<file path="src/rtl/cpu_ctrl_pkg.sv">
// cpu_ctrl_pkg: shared encodings for the multicycle CPU control FSM.
// Holds state encodings, instruction decode constants, ALU op codes, datapath
// mux select values and exception vector selects used by cpu_ctrl_fsm.
package cpu_ctrl_pkg;

  // FSM states; the encoding is also exported on the State debug port.
  typedef enum logic [3:0] {
    ST_RESET   = 4'd0,
    ST_FETCH   = 4'd1,
    ST_DECODE  = 4'd2,
    ST_R_EXEC  = 4'd3,
    ST_WB_R    = 4'd4,
    ST_I_EXEC  = 4'd5,
    ST_WB_I    = 4'd6,
    ST_BRANCH  = 4'd7,
    ST_JUMP    = 4'd8,
    ST_EXC_EPC = 4'd9,
    ST_EXC_RD  = 4'd10,
    ST_EXC_PC  = 4'd11
  } state_t;

  // Opcodes (IR[31:26])
  localparam logic [5:0] OP_RTYPE = 6'h00;
  localparam logic [5:0] OP_J     = 6'h02;
  localparam logic [5:0] OP_BEQ   = 6'h04;
  localparam logic [5:0] OP_BNE   = 6'h05;
  localparam logic [5:0] OP_ADDI  = 6'h08;

  // R-type funct codes (IR[5:0])
  localparam logic [5:0] FN_ADD = 6'h20;
  localparam logic [5:0] FN_SUB = 6'h22;
  localparam logic [5:0] FN_AND = 6'h24;

  // ula32 operation codes
  localparam logic [2:0] ALU_NOP = 3'b000;
  localparam logic [2:0] ALU_ADD = 3'b001;
  localparam logic [2:0] ALU_SUB = 3'b010;
  localparam logic [2:0] ALU_AND = 3'b011;
  localparam logic [2:0] ALU_CMP = 3'b111;

  // Memory address select
  localparam logic [2:0] IORD_PC     = 3'd0;
  localparam logic [2:0] IORD_RES    = 3'd1;
  localparam logic [2:0] IORD_ALUOUT = 3'd2;
  localparam logic [2:0] IORD_EXC    = 3'd3;
  localparam logic [2:0] IORD_A      = 3'd4;
  localparam logic [2:0] IORD_B      = 3'd5;

  // ALU operand selects
  localparam logic [1:0] SRCA_PC  = 2'd0;
  localparam logic [1:0] SRCA_A   = 2'd1;
  localparam logic [1:0] SRCA_MDR = 2'd2;

  localparam logic [1:0] SRCB_B        = 2'd0;
  localparam logic [1:0] SRCB_FOUR     = 2'd1;
  localparam logic [1:0] SRCB_SEXT     = 2'd2;
  localparam logic [1:0] SRCB_SEXT_SH2 = 2'd3;

  // Register file destination select
  localparam logic [1:0] REGDST_RT = 2'd0;
  localparam logic [1:0] REGDST_RD = 2'd1;

  // PC source select
  localparam logic [2:0] PCSRC_RES    = 3'd0;
  localparam logic [2:0] PCSRC_ALUOUT = 3'd1;
  localparam logic [2:0] PCSRC_JUMP   = 3'd2;
  localparam logic [2:0] PCSRC_MDR    = 3'd4;
  localparam logic [2:0] PCSRC_EPC    = 3'd5;

  // Exception vector selects: the datapath maps these to vector bytes
  // 253 (invalid opcode) and 254 (overflow).
  localparam int EXC_SEL_INVALID = 0;
  localparam int EXC_SEL_OVF     = 1;

  // States that issue a memory read and therefore hold for MEM_WAIT cycles.
  function automatic logic is_read_state(input state_t s);
    return (s == ST_FETCH) || (s == ST_EXC_RD);
  endfunction

endpackage

</file>
<file path="src/rtl/ctrl_wait_cnt.sv">
// ctrl_wait_cnt: 3-bit memory wait down-counter shared by the read states.
// Ports: clk, rst_n (async active-low), load/load_val (restart count),
//        dec (count down while > 0), done (count has reached zero).
module ctrl_wait_cnt (
  input  logic       clk,
  input  logic       rst_n,
  input  logic       load,
  input  logic [2:0] load_val,
  input  logic       dec,
  output logic       done
);

  logic [2:0] cnt_q;

  always_ff @(posedge clk or negedge rst_n) begin
    if (!rst_n) begin
      cnt_q <= 3'd0;
    end else if (load) begin
      cnt_q <= load_val;
    end else if (dec && (cnt_q != 3'd0)) begin
      cnt_q <= cnt_q - 3'd1;
    end
  end

  assign done = (cnt_q == 3'd0);

endmodule

</file>
<file path="src/rtl/cpu_ctrl_fsm.sv">
// cpu_ctrl_fsm: multicycle control FSM for the single-bus CPU datapath.
// Inputs: clk, reset (async active-low), OPCODE/FUNCT from IR, Eq/Ofw ALU flags.
// Outputs: every datapath mux select / write enable, Excpt_Sel, State (debug).
// Optional macro CTRL_OVF_TRAP_EN: when defined, ADD/SUB/ADDI overflow traps
// through the overflow vector; when undefined Ofw is ignored.
module cpu_ctrl_fsm
  import cpu_ctrl_pkg::*;
#(
  parameter int MEM_WAIT  = 2,  // memory read latency, legal 1..7
  parameter int EXC_VEC_W = 1
) (
  input  logic                 clk,
  input  logic                 reset,
  input  logic [5:0]           OPCODE,
  input  logic [5:0]           FUNCT,
  input  logic                 Eq,
  input  logic                 Ofw,
  output logic                 PC_Write,
  output logic [2:0]           IorD,
  output logic                 MEM_write_or_read,
  output logic                 IR_Write,
  output logic [1:0]           RegDst,
  output logic                 RegWrite,
  output logic                 AB_Write,
  output logic [1:0]           ALUSrcA,
  output logic [1:0]           ALUSrcB,
  output logic [2:0]           ALUCtrl,
  output logic                 ALUOutCtrl,
  output logic [2:0]           PCSource,
  output logic [3:0]           DataSrc,
  output logic                 EPC_Write,
  output logic                 MDR_Write,
  output logic [EXC_VEC_W-1:0] Excpt_Sel,
  output logic [3:0]           State
);

  // Counter runs MEM_WAIT-1 .. 0, so the read state's last cycle is done=1.
  localparam logic [2:0] WAIT_LOAD = 3'(MEM_WAIT - 1);

  state_t               state_q, state_d;
  logic [EXC_VEC_W-1:0] exc_sel_q, exc_sel_d, exc_new;
  logic                 cnt_load, cnt_done;
  logic                 ovf_trap;

`ifdef CTRL_OVF_TRAP_EN
  assign ovf_trap = Ofw;
`else
  logic unused_ofw;
  assign unused_ofw = Ofw;
  assign ovf_trap   = 1'b0;
`endif

  // Restart the wait count whenever a read state is newly entered.
  assign cnt_load = is_read_state(state_d) && (state_d != state_q);

  ctrl_wait_cnt u_wait_cnt (
    .clk      (clk),
    .rst_n    (reset),
    .load     (cnt_load),
    .load_val (WAIT_LOAD),
    .dec      (is_read_state(state_q)),
    .done     (cnt_done)
  );

  always_ff @(posedge clk or negedge reset) begin
    if (!reset) begin
      state_q   <= ST_RESET;
      exc_sel_q <= '0;
    end else begin
      state_q   <= state_d;
      exc_sel_q <= exc_sel_d;
    end
  end

  // Next state and Moore outputs (plus the Mealy branch PC_Write).
  always_comb begin
    state_d    = state_q;
    exc_new    = EXC_VEC_W'(EXC_SEL_INVALID);
    PC_Write   = 1'b0;
    IorD       = IORD_PC;
    IR_Write   = 1'b0;
    RegDst     = REGDST_RT;
    RegWrite   = 1'b0;
    AB_Write   = 1'b0;
    ALUSrcA    = SRCA_PC;
    ALUSrcB    = SRCB_B;
    ALUCtrl    = ALU_NOP;
    ALUOutCtrl = 1'b0;
    PCSource   = PCSRC_RES;
    EPC_Write  = 1'b0;
    MDR_Write  = 1'b0;

    case (state_q)
      ST_RESET: state_d = ST_FETCH;

      ST_FETCH: begin
        IorD    = IORD_PC;
        ALUSrcA = SRCA_PC;
        ALUSrcB = SRCB_FOUR;
        ALUCtrl = ALU_ADD;
        if (cnt_done) begin
          PC_Write = 1'b1;
          PCSource = PCSRC_RES;
          IR_Write = 1'b1;
          state_d  = ST_DECODE;
        end
      end

      ST_DECODE: begin
        // Speculatively compute the branch target into ALUOut.
        AB_Write   = 1'b1;
        ALUSrcA    = SRCA_PC;
        ALUSrcB    = SRCB_SEXT_SH2;
        ALUCtrl    = ALU_ADD;
        ALUOutCtrl = 1'b1;
        case (OPCODE)
          OP_RTYPE:       state_d = ST_R_EXEC;
          OP_ADDI:        state_d = ST_I_EXEC;
          OP_BEQ, OP_BNE: state_d = ST_BRANCH;
          OP_J:           state_d = ST_JUMP;
          default:        state_d = ST_EXC_EPC;
        endcase
      end

      ST_R_EXEC: begin
        ALUSrcA    = SRCA_A;
        ALUSrcB    = SRCB_B;
        ALUOutCtrl = 1'b1;
        state_d    = ST_WB_R;
        case (FUNCT)
          FN_ADD:  ALUCtrl = ALU_ADD;
          FN_SUB:  ALUCtrl = ALU_SUB;
          FN_AND:  ALUCtrl = ALU_AND;
          default: state_d = ST_EXC_EPC;
        endcase
        if (ovf_trap && ((FUNCT == FN_ADD) || (FUNCT == FN_SUB))) begin
          state_d = ST_EXC_EPC;
          exc_new = EXC_VEC_W'(EXC_SEL_OVF);
        end
      end

      ST_WB_R: begin
        RegDst   = REGDST_RD;
        RegWrite = 1'b1;
        state_d  = ST_FETCH;
      end

      ST_I_EXEC: begin
        ALUSrcA    = SRCA_A;
        ALUSrcB    = SRCB_SEXT;
        ALUCtrl    = ALU_ADD;
        ALUOutCtrl = 1'b1;
        if (ovf_trap) begin
          state_d = ST_EXC_EPC;
          exc_new = EXC_VEC_W'(EXC_SEL_OVF);
        end else begin
          state_d = ST_WB_I;
        end
      end

      ST_WB_I: begin
        RegDst   = REGDST_RT;
        RegWrite = 1'b1;
        state_d  = ST_FETCH;
      end

      ST_BRANCH: begin
        // ALUOut keeps the target computed in decode; IR still holds OPCODE.
        ALUSrcA  = SRCA_A;
        ALUSrcB  = SRCB_B;
        ALUCtrl  = ALU_CMP;
        PCSource = PCSRC_ALUOUT;
        PC_Write = (OPCODE == OP_BNE) ? !Eq : Eq;
        state_d  = ST_FETCH;
      end

      ST_JUMP: begin
        PC_Write = 1'b1;
        PCSource = PCSRC_JUMP;
        state_d  = ST_FETCH;
      end

      ST_EXC_EPC: begin
        // PC was already advanced by fetch; EPC gets PC-4.
        ALUSrcA   = SRCA_PC;
        ALUSrcB   = SRCB_FOUR;
        ALUCtrl   = ALU_SUB;
        EPC_Write = 1'b1;
        state_d   = ST_EXC_RD;
      end

      ST_EXC_RD: begin
        IorD = IORD_EXC;
        if (cnt_done) begin
          MDR_Write = 1'b1;
          state_d   = ST_EXC_PC;
        end
      end

      ST_EXC_PC: begin
        PC_Write = 1'b1;
        PCSource = PCSRC_MDR;
        state_d  = ST_FETCH;
      end

      default: state_d = ST_RESET;
    endcase
  end

  // Exception select: captured on entry to EXC_EPC, held through EXC_PC.
  always_comb begin
    exc_sel_d = '0;
    case (state_d)
      ST_EXC_EPC:           exc_sel_d = (state_q == ST_EXC_EPC) ? exc_sel_q : exc_new;
      ST_EXC_RD, ST_EXC_PC: exc_sel_d = exc_sel_q;
      default:              exc_sel_d = '0;
    endcase
  end

  assign MEM_write_or_read = 1'b0;
  assign DataSrc           = 4'd0;
  assign Excpt_Sel         = exc_sel_q;
  assign State             = state_q;

endmodule

</file>
<file path="config.mk">
export PLATFORM = sky130hd
export DESIGN_NAME = cpu_ctrl_fsm
export DESIGN_NICKNAME = d
export VERILOG_FILES = /design/src/rtl/cpu_ctrl_pkg.sv /design/src/rtl/ctrl_wait_cnt.sv /design/src/rtl/cpu_ctrl_fsm.sv
export SDC_FILE = /design/constraint.sdc
export NUM_CORES = 1
export LEC_CHECK = 0
export ABC_AREA = 1
export BUFFER_PORTS_ARGS = -buffer_cell sky130_fd_sc_hd__buf_2
export CAP_MARGIN = 20
export CELL_PAD_IN_SITES_DETAIL_PLACEMENT = 0
export CELL_PAD_IN_SITES_GLOBAL_PLACEMENT = 1
export CORE_MARGIN = 3
export CORE_UTILIZATION = 31
export CTS_CLUSTER_DIAMETER = 100
export DETAILED_ROUTE_END_ITERATION = 10
export PLACE_DENSITY = 0.91
export SLEW_MARGIN = 20
export SYNTH_ARGS = -nofsm -noshare
export SYNTH_HDL_FRONTEND = slang
export SYNTH_HIERARCHICAL = 1
export SYNTH_SLANG_ARGS = --single-unit
</file>
<file path="constraint.sdc">
create_clock -name clk -period 4.6 [get_ports clk]
set_clock_uncertainty 0.15 [all_clocks]
set_input_delay 0 -clock clk [delete_from_list [all_inputs] [get_ports clk]]
set_output_delay 0 -clock clk [all_outputs]
set_load 0.05 [all_outputs]
</file>
Yosys cells after proc, flatten, opt, wreduce, memory -nomap -nowiden. Cells that the tools add are included.

Output and inout port bits: 32. Bits of input ports: 16. Logic and storage cells: 75. Register bits: 8.

Bitwise operators: 1. Multiplexer cells: 25. Equal/unequal tests: 24. Add/subtract/negate cells: 1. Reductions and logical operators: 21.

Operators by type and width (number): $eq A4 B4 Y1 const B (7); $pmux W4 S7 (1); $eq A6 B6 Y1 const B (3); $eq A4 B3 Y1 const B (4); $pmux W4 S4 (1); $eq A6 B3 Y1 const B (2); $mux W4 (3); $pmux W2 S3 (2); $pmux W3 S4 (1); $reduce_or A3 Y1 (4); $mux W1 (11); $reduce_or A2 Y1 (5); $pmux W3 S3 (1); $eq A4 B1 Y1 const B (2); $eq A4 B2 Y1 const B (2); $eq A6 B2 Y1 const B (1); $eq A6 B4 Y1 const B (1); $logic_not A6 Y1 (1); $mux W3 (2); $reduce_or A6 Y1 (1); $logic_not A4 Y1 (1); $ne A4 B4 Y1 (1); $logic_not A3 Y1 (1); $pmux W1 S3 (1); other kinds (11) (13).

Depth between registers and ports, before layout. Gate-level depths: netlist of run 1.

Depth in word-level cells: 8. Mapped depth: 16. Depth with buffers taken out: 16.

Cells and area by module. Netlist of run 1, hierarchy kept.

Modules (own cells, without submodules): cpu_ctrl_fsm (seq. area each 100.1 µm², area an instance 721.9 µm², times used 1, cells an instance 132); ctrl_wait_cnt (seq. area each 75.1 µm², area an instance 192.7 µm², times used 1, cells an instance 27).

Worst setup path before layout of run 1. No wires, ideal clock.

Kind: register -> register. Start point: register state_q[1], in the netlist State[1]. End point: register u_wait_cnt.cnt_q[1]. Arrival: 2.273 ns. Cell stages (with the launch flop): 12. Clock period less this slack: 2.540 ns. Path buffers: 0. Path slack: 2.060 ns. Data required time: 4.334 ns. Setup time: 0.116 ns. Cell sequence: dfrtp_1 -> nand2_2 -> nor2_2 -> nand2_2 -> nand4_1 -> nor2_1 -> nand2_1 -> nand2_1 -> nor2_1 -> o21ai_0 -> nand2_1 -> nand2_1.

Cells in the longest elaborated chain, start to end: 7. Elaborated cells between the ends (all ways): 25. Those cells by class: eq/ne: 14; mux: 4; reduce/logical: 7.

Ends and longest elaborated chain: start, declared (line cpu_ctrl_fsm.sv:40) `state_t state_q, state_d;`; start signal, assigned (line cpu_ctrl_fsm.sv:70) `state_q <= state_d;`; $eq A4 B4 Y1 (tied with other cells) (line cpu_ctrl_fsm.sv:93) `case (state_q)`; $reduce_or A6 Y1 (no source line); $pmux W4 S7 (line cpu_ctrl_fsm.sv:93); $eq A4 B1 Y1 or $eq A4 B4 Y1 (tied branches) (line cpu_ctrl_pkg.sv:77) `return (s == ST_FETCH) || (s == ST_EXC_RD);`; $logic_or A1 B1 Y1 (line cpu_ctrl_pkg.sv:77); $logic_and A1 B1 Y1 * (line cpu_ctrl_fsm.sv:54) `assign cnt_load = is_read_state(state_d) && (state_d != state_q);`; via cnt_load (line cpu_ctrl_fsm.sv:42) `logic cnt_load, cnt_done;`; $mux W3 or $reduce_bool A2 Y1 (tied branches); end signal, assigned (line ctrl_wait_cnt.sv:19) `cnt_q <= load_val;`; end signal, assigned (line ctrl_wait_cnt.sv:21) `cnt_q <= cnt_q - 3'd1;`; end, declared (line ctrl_wait_cnt.sv:13) `logic [2:0] cnt_q;`.

Mark *: on every way through the listed nets, which the timed path passes. The rest lies on a longest branch. A chain may end at the register's enable or synchronous reset.

Worst setup path in the final report of run 1.
Start point: register u_wait_cnt.cnt_q[0]. End point: register u_wait_cnt.cnt_q[1].

Cells in the longest elaborated chain, start to end: 7. Elaborated cells between the ends (all ways): 15. Those cells by class: add/sub: 1; eq/ne: 3; mux: 5; reduce/logical: 6.

Ends and longest elaborated chain: $logic_not A3 Y1 * (line ctrl_wait_cnt.sv:25) `assign done = (cnt_q == 3'd0);`; via cnt_done (line cpu_ctrl_fsm.sv:42); $mux W4, on equally long branches (line cpu_ctrl_fsm.sv:194, cpu_ctrl_fsm.sv:101); $pmux W4 S7 * (line cpu_ctrl_fsm.sv:93); $eq A4 B1 Y1 or $eq A4 B4 Y1 (tied branches) (line cpu_ctrl_pkg.sv:77); $logic_or A1 B1 Y1 (line cpu_ctrl_pkg.sv:77); $logic_and A1 B1 Y1 * (line cpu_ctrl_fsm.sv:54); via cnt_load (line cpu_ctrl_fsm.sv:42); $mux W3 or $reduce_bool A2 Y1 (tied branches).

Mark *: on every way through the listed nets, which the timed path passes. The rest lies on a longest branch. The select of a mux whose other input is x is not followed.

==> summary.txt, run 1 <==
Setup path
  – Type of origin of the critical path: register
  – CP max FO: 7
  – CP required: 4.58 ns
  – Critical path type: reg -> reg
  – Setup crit end kind: register
  – FF-to-FF Start: u_wait_cnt/cnt_q[0]$_DFFE_PN0P_
  – Crit. Startpoint: u_wait_cnt/cnt_q[0]$_DFFE_PN0P_
  – Crit path depth: 13
  – Top Family by Delay on Critical Path: simple AND/OR/NAND/NOR gates
  – Reg2Reg Depth: 13
  – CP max stage delay: 0.37 ns
  – Worst Path Arrival: 2.22 ns
  – Crit-path slowest cell: dfrtp_1
  – Most frequent CP cell: nand2_1
  – Reg-to-reg slack, setup: 2.36 ns
  – Buffers & Inverters on Critical Path: 1
  – End of the worst register-to-register path: u_wait_cnt/cnt_q[1]$_DFFE_PN0P_
  – CP cell instances: inv_1 > ha_1 > ha_1 > nand2_1 > nand3_2 > nor2_2 > nand2_1 > nand2_1 > nand2_1 > nor2_1 > o21ai_0 > nand2_1 > nand2_1
  – CP endpoint: u_wait_cnt/cnt_q[1]$_DFFE_PN0P_

Layout
  – Final Core Density: 0.413
  – Commonest non-fill, non-tap cells in the layout: buf_2 (37), nand2_1 (31), inv_1 (29)
  – Area taken by multi-input logic gates: 562 µm²
  – Filler Cell Count: 334
  – Area growth syn-to-layout: 25.4%
  – ANT cells: 0
  – Net count, final: 221
  – Sequential Area: 175 µm²
  – Commonest non-fill, non-tap cell in the layout: buf_2
  – Layout cell share with drive strength beyond 1: 0.312

Die
  – Die Y: between 60 and 70 µm
  – Horiz. Die Dim: 60.3 µm
  – Core area: 2780 µm²
  – Site Rows: 19
  – Total I/O pin count: between 40 and 50
  – Die area: around 3600 µm²
  – Starting density of the core: 0.329

Routing
  – Drt drc: 0
  – Final wirelength: 2170 µm
  – Final ANT Viol Nets: 0
  – Post-DR vias/cell: 4.24
  – WL per Instance: 9.33 µm
  – Drt first pass iters: 4
  – Starting DRT DRC Count: 27
  – Via count: 989

Clock network
  – Htree depth: 1
  – Clk sinks: 7
  – Post-CTS Resized: 0
  – Clock Tree Root: clkbuf_4
  – CTS clock-pin slew for the worst setup and hold paths: 0.05 ns
  – TritonCTS clock tree: built
  – Clk_lat worst skew: roughly 0.24 ns
  – Longest Clk Path Bufs: 2
  – CTS buffer count: 3

Yosys
  – Register area share after synthesis: 0.192
  – Compound-Gate Fraction of Synth Area: 0.0752
  – Synth Area in Simple Gates: 0.453
  – Post-Syn Area: 915 µm²
  – Mux contribution to synthesized area: 0
  – Syn. warnings: 6
  – Cells after Synth: around 160
  – Adder-cell area share of the yosys netlist: 0.0274
  – Avg Cell Area, Syn: 5.75 µm²
  – Post-Synth XOR/XNOR Area: 0.00958
  – Main combinational cell family by area after synthesis: simple AND/OR/NAND/NOR gates
  – Yosys cell types: 23
  – Seq cells post-synth: 7

Timing
  – Setup TNS: 0 ns
  – Hold Fails Final Rpt: 0
  – Max Fclk: 446 MHz
  – Final Max Slew Viols: 0
  – RSZ-0062 raised after global routing: false
  – Tcrit/Tclk final: 0.487
  – Final setup fails: 0
  – Min Tclk post-route: about 2.2 ns

Global route
  – Global-route wire length before repair: 3540 µm
  – Number of global-route vias before repair: 854
  – Pin count of the biggest net entering global routing: 8
  – Remaining Overflow, GRT: 0
  – GRT Total Usage: 0.126
  – Initial antenna violation count: 0

Placed design
  – Post-DP HPWL: between 1500 and 2000 µm
  – Final GP Congestion: 0.793
  – Port bufs: 37

Min path
  – HP Class: in -> reg
  – WHS Path Cells: 5

Job
  – Max-cap violation count: 0

Run status
  – Status: finished clean

Pwr
  – Leakage: 0.788 nW
  – Pwr/cell area: 766 nW/µm²
  – VDD IR max: between 0.3 and 0.4 mV
## cell families (layout without fill, tap and decap cells)
logic type / Yosys count / in the layout
adder cells (fa/ha/maj): 2 / 2
other: 2 / 12
XOR/XNOR: 1 / 1
buffers and inverters: 47 / 80
flip-flops: 7 / 7
AND/OR/NAND/NOR: 89 / 89
AO/OA/AOI/OAI: 11 / 11
## worst min path at each step
stage	startpoint	slack, ns	endpoint
after floorplan	reset	-0.45	State[0]$_DFF_PN0_
after global placement	reset	-0.32	u_wait_cnt/cnt_q[0]$_DFFE_PN0P_
after detailed placement	reset	-0.32	u_wait_cnt/cnt_q[0]$_DFFE_PN0P_
after CTS	OPCODE[0]	0.05	State[0]$_DFF_PN0_
after global routing	OPCODE[0]	0.09	State[0]$_DFF_PN0_
final	OPCODE[0]	0.06	State[0]$_DFF_PN0_
## power breakdown
part / switching [W] / internal (W) / leakage (nW)
Clock: 0.0000190 / 0.0000329 / 0.0150
Sequential: 0.0000287 / 0.0000918 / 0.0880
Combinational: 0.000519 / 0.000187 / 0.685
## synthesized netlist by cell type
| library cell | instances | area [µm²] |
|---|---|---|
| a21oi_1 | 1 | 5.00 |
| a31oi_1 | 1 | 6.26 |
| buf_4 | 10 | 75.1 |
| clkinv_2 | 1 | 5.00 |
| conb_1 | 2 | 7.51 |
| dfrtp_1 | 7 | 175 |
| ha_1 | 2 | 25.0 |
| inv_1 | 29 | 109 |
| inv_2 | 7 | 26.3 |
| nand2_1 | 31 | 116 |
| nand2_2 | 7 | 43.8 |
| nand2_4 | 1 | 11.3 |
| nand3_1 | 15 | 75.1 |
| nand3_2 | 1 | 10.0 |
| nand4_1 | 3 | 18.8 |
| nor2_1 | 26 | 97.6 |
| nor2_2 | 3 | 18.8 |
| nor2_4 | 2 | 22.5 |
| o211ai_1 | 2 | 15.0 |
| o21ai_0 | 5 | 25.0 |
| o21ai_2 | 1 | 8.76 |
| o221ai_1 | 1 | 8.76 |
| xor2_1 | 1 | 8.76 |
## per-stage QoR
stage               instances  power [W]  area, µm²  setup slack (ns)  hold slack, ns
finish                    233   0.000879       1150              2.36          0.0566
CTS                       233   0.000886       1150              2.32          0.0521
global placement          227   0.000824       1100              2.38          -0.320
global route              233   0.000977       1150              2.07          0.0947
detailed placement        227   0.000828       1100              2.33          -0.320
floorplan                 169   0.000699        952              2.06          -0.446
## tightest hold or removal path: cells and delay by family
family        cells  cell delay (ns)
simple gates      4             0.30
buf+inv           1             0.10
## flip-flops by register name (all words and copies together) (netlist names)
| name | flops |
|---|---|
| State | 4 |
| u_wait_cnt/cnt_q | 3 |
## cell type report
| type | count | share of cell area |
|---|---|---|
| clock buffers | 4 | 0.0229 |
| inverters | 37 | 0.122 |
| multi-input cells | 115 | 0.490 |
| flip-flops and latches | 7 | 0.153 |
| well taps | 31 | 0.0338 |
| repair buffers | 39 | 0.179 |
## per-layer routing
layer | vias to the layer above | part of all wire | GRT usage
met5 | - | 0 | 0
li1 | 543 | - | -
met4 | 0 | 0 | 0.0380
met3 | 0 | 0.040 | 0.00648
met2 | 17 | 0.50 | 0.215
met1 | 429 | 0.46 | 0.170
## timing repair
item,4_1_cts,5_1_grt
hold buffers,2,0
setup buffers,0,0
endpoints found under the hold margin,7,0
Note: power is estimated with default switching activity, not from simulation.
==> run 2, diff against run 1 <==
--- a/config.mk
+++ b/config.mk
@@ -11,10 +11,10 @@
 export CELL_PAD_IN_SITES_DETAIL_PLACEMENT = 0
 export CELL_PAD_IN_SITES_GLOBAL_PLACEMENT = 1
 export CORE_MARGIN = 3
-export CORE_UTILIZATION = 31
+export CORE_UTILIZATION = 28
 export CTS_CLUSTER_DIAMETER = 100
 export DETAILED_ROUTE_END_ITERATION = 10
-export PLACE_DENSITY = 0.91
+export PLACE_DENSITY = 0.84
 export SLEW_MARGIN = 20
 export SYNTH_ARGS = -nofsm -noshare
 export SYNTH_HDL_FRONTEND = slang
==> constraint.sdc (replaced) <==
create_clock -name clk -period 2.1 [get_ports clk]
set_clock_uncertainty 0.15 [all_clocks]
set_input_delay 0 -clock clk [delete_from_list [all_inputs] [get_ports clk]]
set_output_delay 0 -clock clk [all_outputs]
set_load 0.05 [all_outputs]
==> run 2 against run 1 <==
Against the previous run: global-route usage down 1.2 points; critical path depth up 1; total power up 140%; largest cell class unchanged.
==> summary.txt, run 2 (same netlist as run 1, synthesis figures left out) <==
Layout
  – Layout cell share with drive strength beyond 1: 0.406
  – Net count, final: 226
  – Commonest non-fill, non-tap cells in the layout: buf_2 (37), inv_1 (27), nand2_1 (27)
  – Non-Filler Instances: 251
  – Area growth syn-to-layout: 37.8%
  – Commonest non-fill, non-tap cell in the layout: buf_2
  – Max reg flops: 4
  – ANT cells: 0

Routing
  – Drt drc: 0
  – WL per Instance: ~9 µm
  – Starting DRT DRC Count: 30
  – Final ANT Viol Nets: 0
  – Post-DR vias/cell: 4.06
  – Via count: 1018
  – Final wirelength: between 2000 and 2500 µm
  – Drt first pass iters: 4

Placed design
  – Port bufs: 37
  – Placed Cells: 243
  – Post-DP HPWL: around 2000 µm
  – Pre-CTS WS: 0.0719 ns
  – Final GP Congestion: around 0.80

Setup path
  – Most frequent CP cell: nand2_1
  – Top Family by Delay on Critical Path: simple AND/OR/NAND/NOR gates
  – Critical path type: reg -> reg
  – Setup crit end kind: register
  – Crit-path slowest cell: dfrtp_1
  – CP required: 2.08 ns
  – CP max stage delay: 0.39 ns
  – CP cell instances: inv_1 > ha_2 > ha_4 > inv_2 > nand2_2 > nand2_1 > inv_1 > nand4_1 > nand2_1 > nand2_2 > nor2_4 > o21ai_0 > nand2_1 > nand2_1
  – Type of origin of the critical path: register
  – CP max FO: 7
  – Buffers & Inverters on Critical Path: 3
  – Worst Path Arrival: about 1.9 ns

Die
  – Horiz. Die Dim: 63.2 µm
  – Core area: between 3000 and 4000 µm²
  – Die Y: 63.2 µm
  – Starting density of the core: 0.297
  – Site Rows: 20
  – Die area: 3990 µm²
  – Total I/O pin count: between 40 and 50

Global route
  – Pin count of the biggest net entering global routing: 8
  – Number of global-route vias before repair: 917
  – GRT Total Usage: 0.114
  – Remaining Overflow, GRT: 0
  – Global-route wire length before repair: between 3000 and 4000 µm
  – Initial antenna violation count: 0

Clock network
  – Clk_lat worst skew: 0.24 ns
  – Clk sinks: 7
  – Longest Clk Path Bufs: 2
  – CTS buffer count: 3
  – Clock Tree Root: clkbuf_4
  – Htree depth: 1
  – CTS clock-pin slew for the worst setup and hold paths: 0.05 ns
  – TritonCTS clock tree: built

Pwr
  – Clock power share: 0.054
  – Combinational power share: 0.815
  – VDD IR max: 0.358 mV
  – Internal power: 0.000785 W
  – Power Total: 0.00211 W
  – NetSw: about 0.0013 W
  – Switching share of total power: 0.627
  – Leakage: 0.813 nW
  – Flop pwr share: 0.131
  – Pwr/cell area: between 1500 and 2000 nW/µm²

Timing
  – RSZ-0062 raised after global routing: true
  – Max Fclk: 523 MHz
  – Final Max Slew Viols: 0
  – Tcrit/Tclk final: 0.911
  – Hold Fails Final Rpt: 0
  – Final setup fails: 0
  – Final worst setup slack: 0.187 ns
  – Min Tclk post-route: 1.91 ns

Job
  – Max-cap violation count: 0

Min path
  – HP Class: in -> reg

Run status
  – Status: finished clean
run 2: cell count changes in the layout (fill, tap and decap cells not counted), sizes merged:
| cell | previous run | this run |
|---|---|---|
| buf | 37 | 42 |
run 2: layer usage:
metal / up-vias / track usage / routed length, µm
met5: - / 0 / 0
met4: 0 / 0.0496 / 0
met3: 0 / 0.00713 / 139
met2: 29 / 0.182 / 1080
met1: 434 / 0.156 / 1060
li1: 555 / - / -
run 2: power by group through the flow:
| stage | clock [W] | sequential [W] | combinational [W] |
|---|---|---|---|
| after detailed placement | 0 | 0.000273 | 0.00161 |
| after floorplan | 0 | 0.000347 | 0.00125 |
| after global routing | 0.000126 | 0.000285 | 0.00192 |
| after global placement | 0 | 0.000275 | 0.00161 |
| after CTS | 0.000121 | 0.000271 | 0.00162 |
| final | 0.000113 | 0.000276 | 0.00172 |
run 2: final timing paths:
path / start / to / slack [ns] / depth (start not counted)
setup reg to reg: u_wait_cnt/cnt_q[0]$_DFFE_PN0P_ / u_wait_cnt/cnt_q[2]$_DFFE_PN0P_ / 0.19 / 14
hold / removal: OPCODE[1] / State[1]$_DFF_PN0_ / 0.11 / 6
hold reg to reg: u_wait_cnt/cnt_q[1]$_DFFE_PN0P_ / u_wait_cnt/cnt_q[1]$_DFFE_PN0P_ / 0.38 / 2
min in group asynchronous: reset / u_wait_cnt/cnt_q[0]$_DFFE_PN0P_ / 0.56 / 3
max in group asynchronous: reset / State[2]$_DFF_PN0_ / 0.99 / 3
setup / recovery: u_wait_cnt/cnt_q[0]$_DFFE_PN0P_ / u_wait_cnt/cnt_q[2]$_DFFE_PN0P_ / 0.19 / 14
run 2: worst min-delay path, delay by kind of cell:
family,cells,cell delay [ns]
buffers and inverters,2,0.13
AOI/OAI and AO/OA,1,0.08
and+or+nand+nor,3,0.26
run 2: final cells by class:
cell class / count / area [µm²]
inverter: 37 / 140
fill: 348 / 1820
sequential: 7 / 180
clock buffer: 4 / 26.3
multi-input combinational: 115 / 616
timing repair buffer: 44 / 243
tap: 44 / 55.1
run 2: stage by stage:
step	util	setup TNS (ns)	hold WS, ns	cell area [µm²]
after floorplan	-	0	-0.446	981
after global placement	0.380	0	-0.318	1170
after detailed placement	0.380	0	-0.318	1170
after CTS	0.395	0	0.0371	1210
after global routing	0.409	-0.0226	0.164	1260
final	0.409	0	0.108	1260
run 2: what timing repair did:
item                                   CTS  global route
endpoints found under the hold margin    7             0
buffers inserted                         0             2
hold buffers                             2             0
resized for setup                        0            10
setup endpoints to repair                0             3
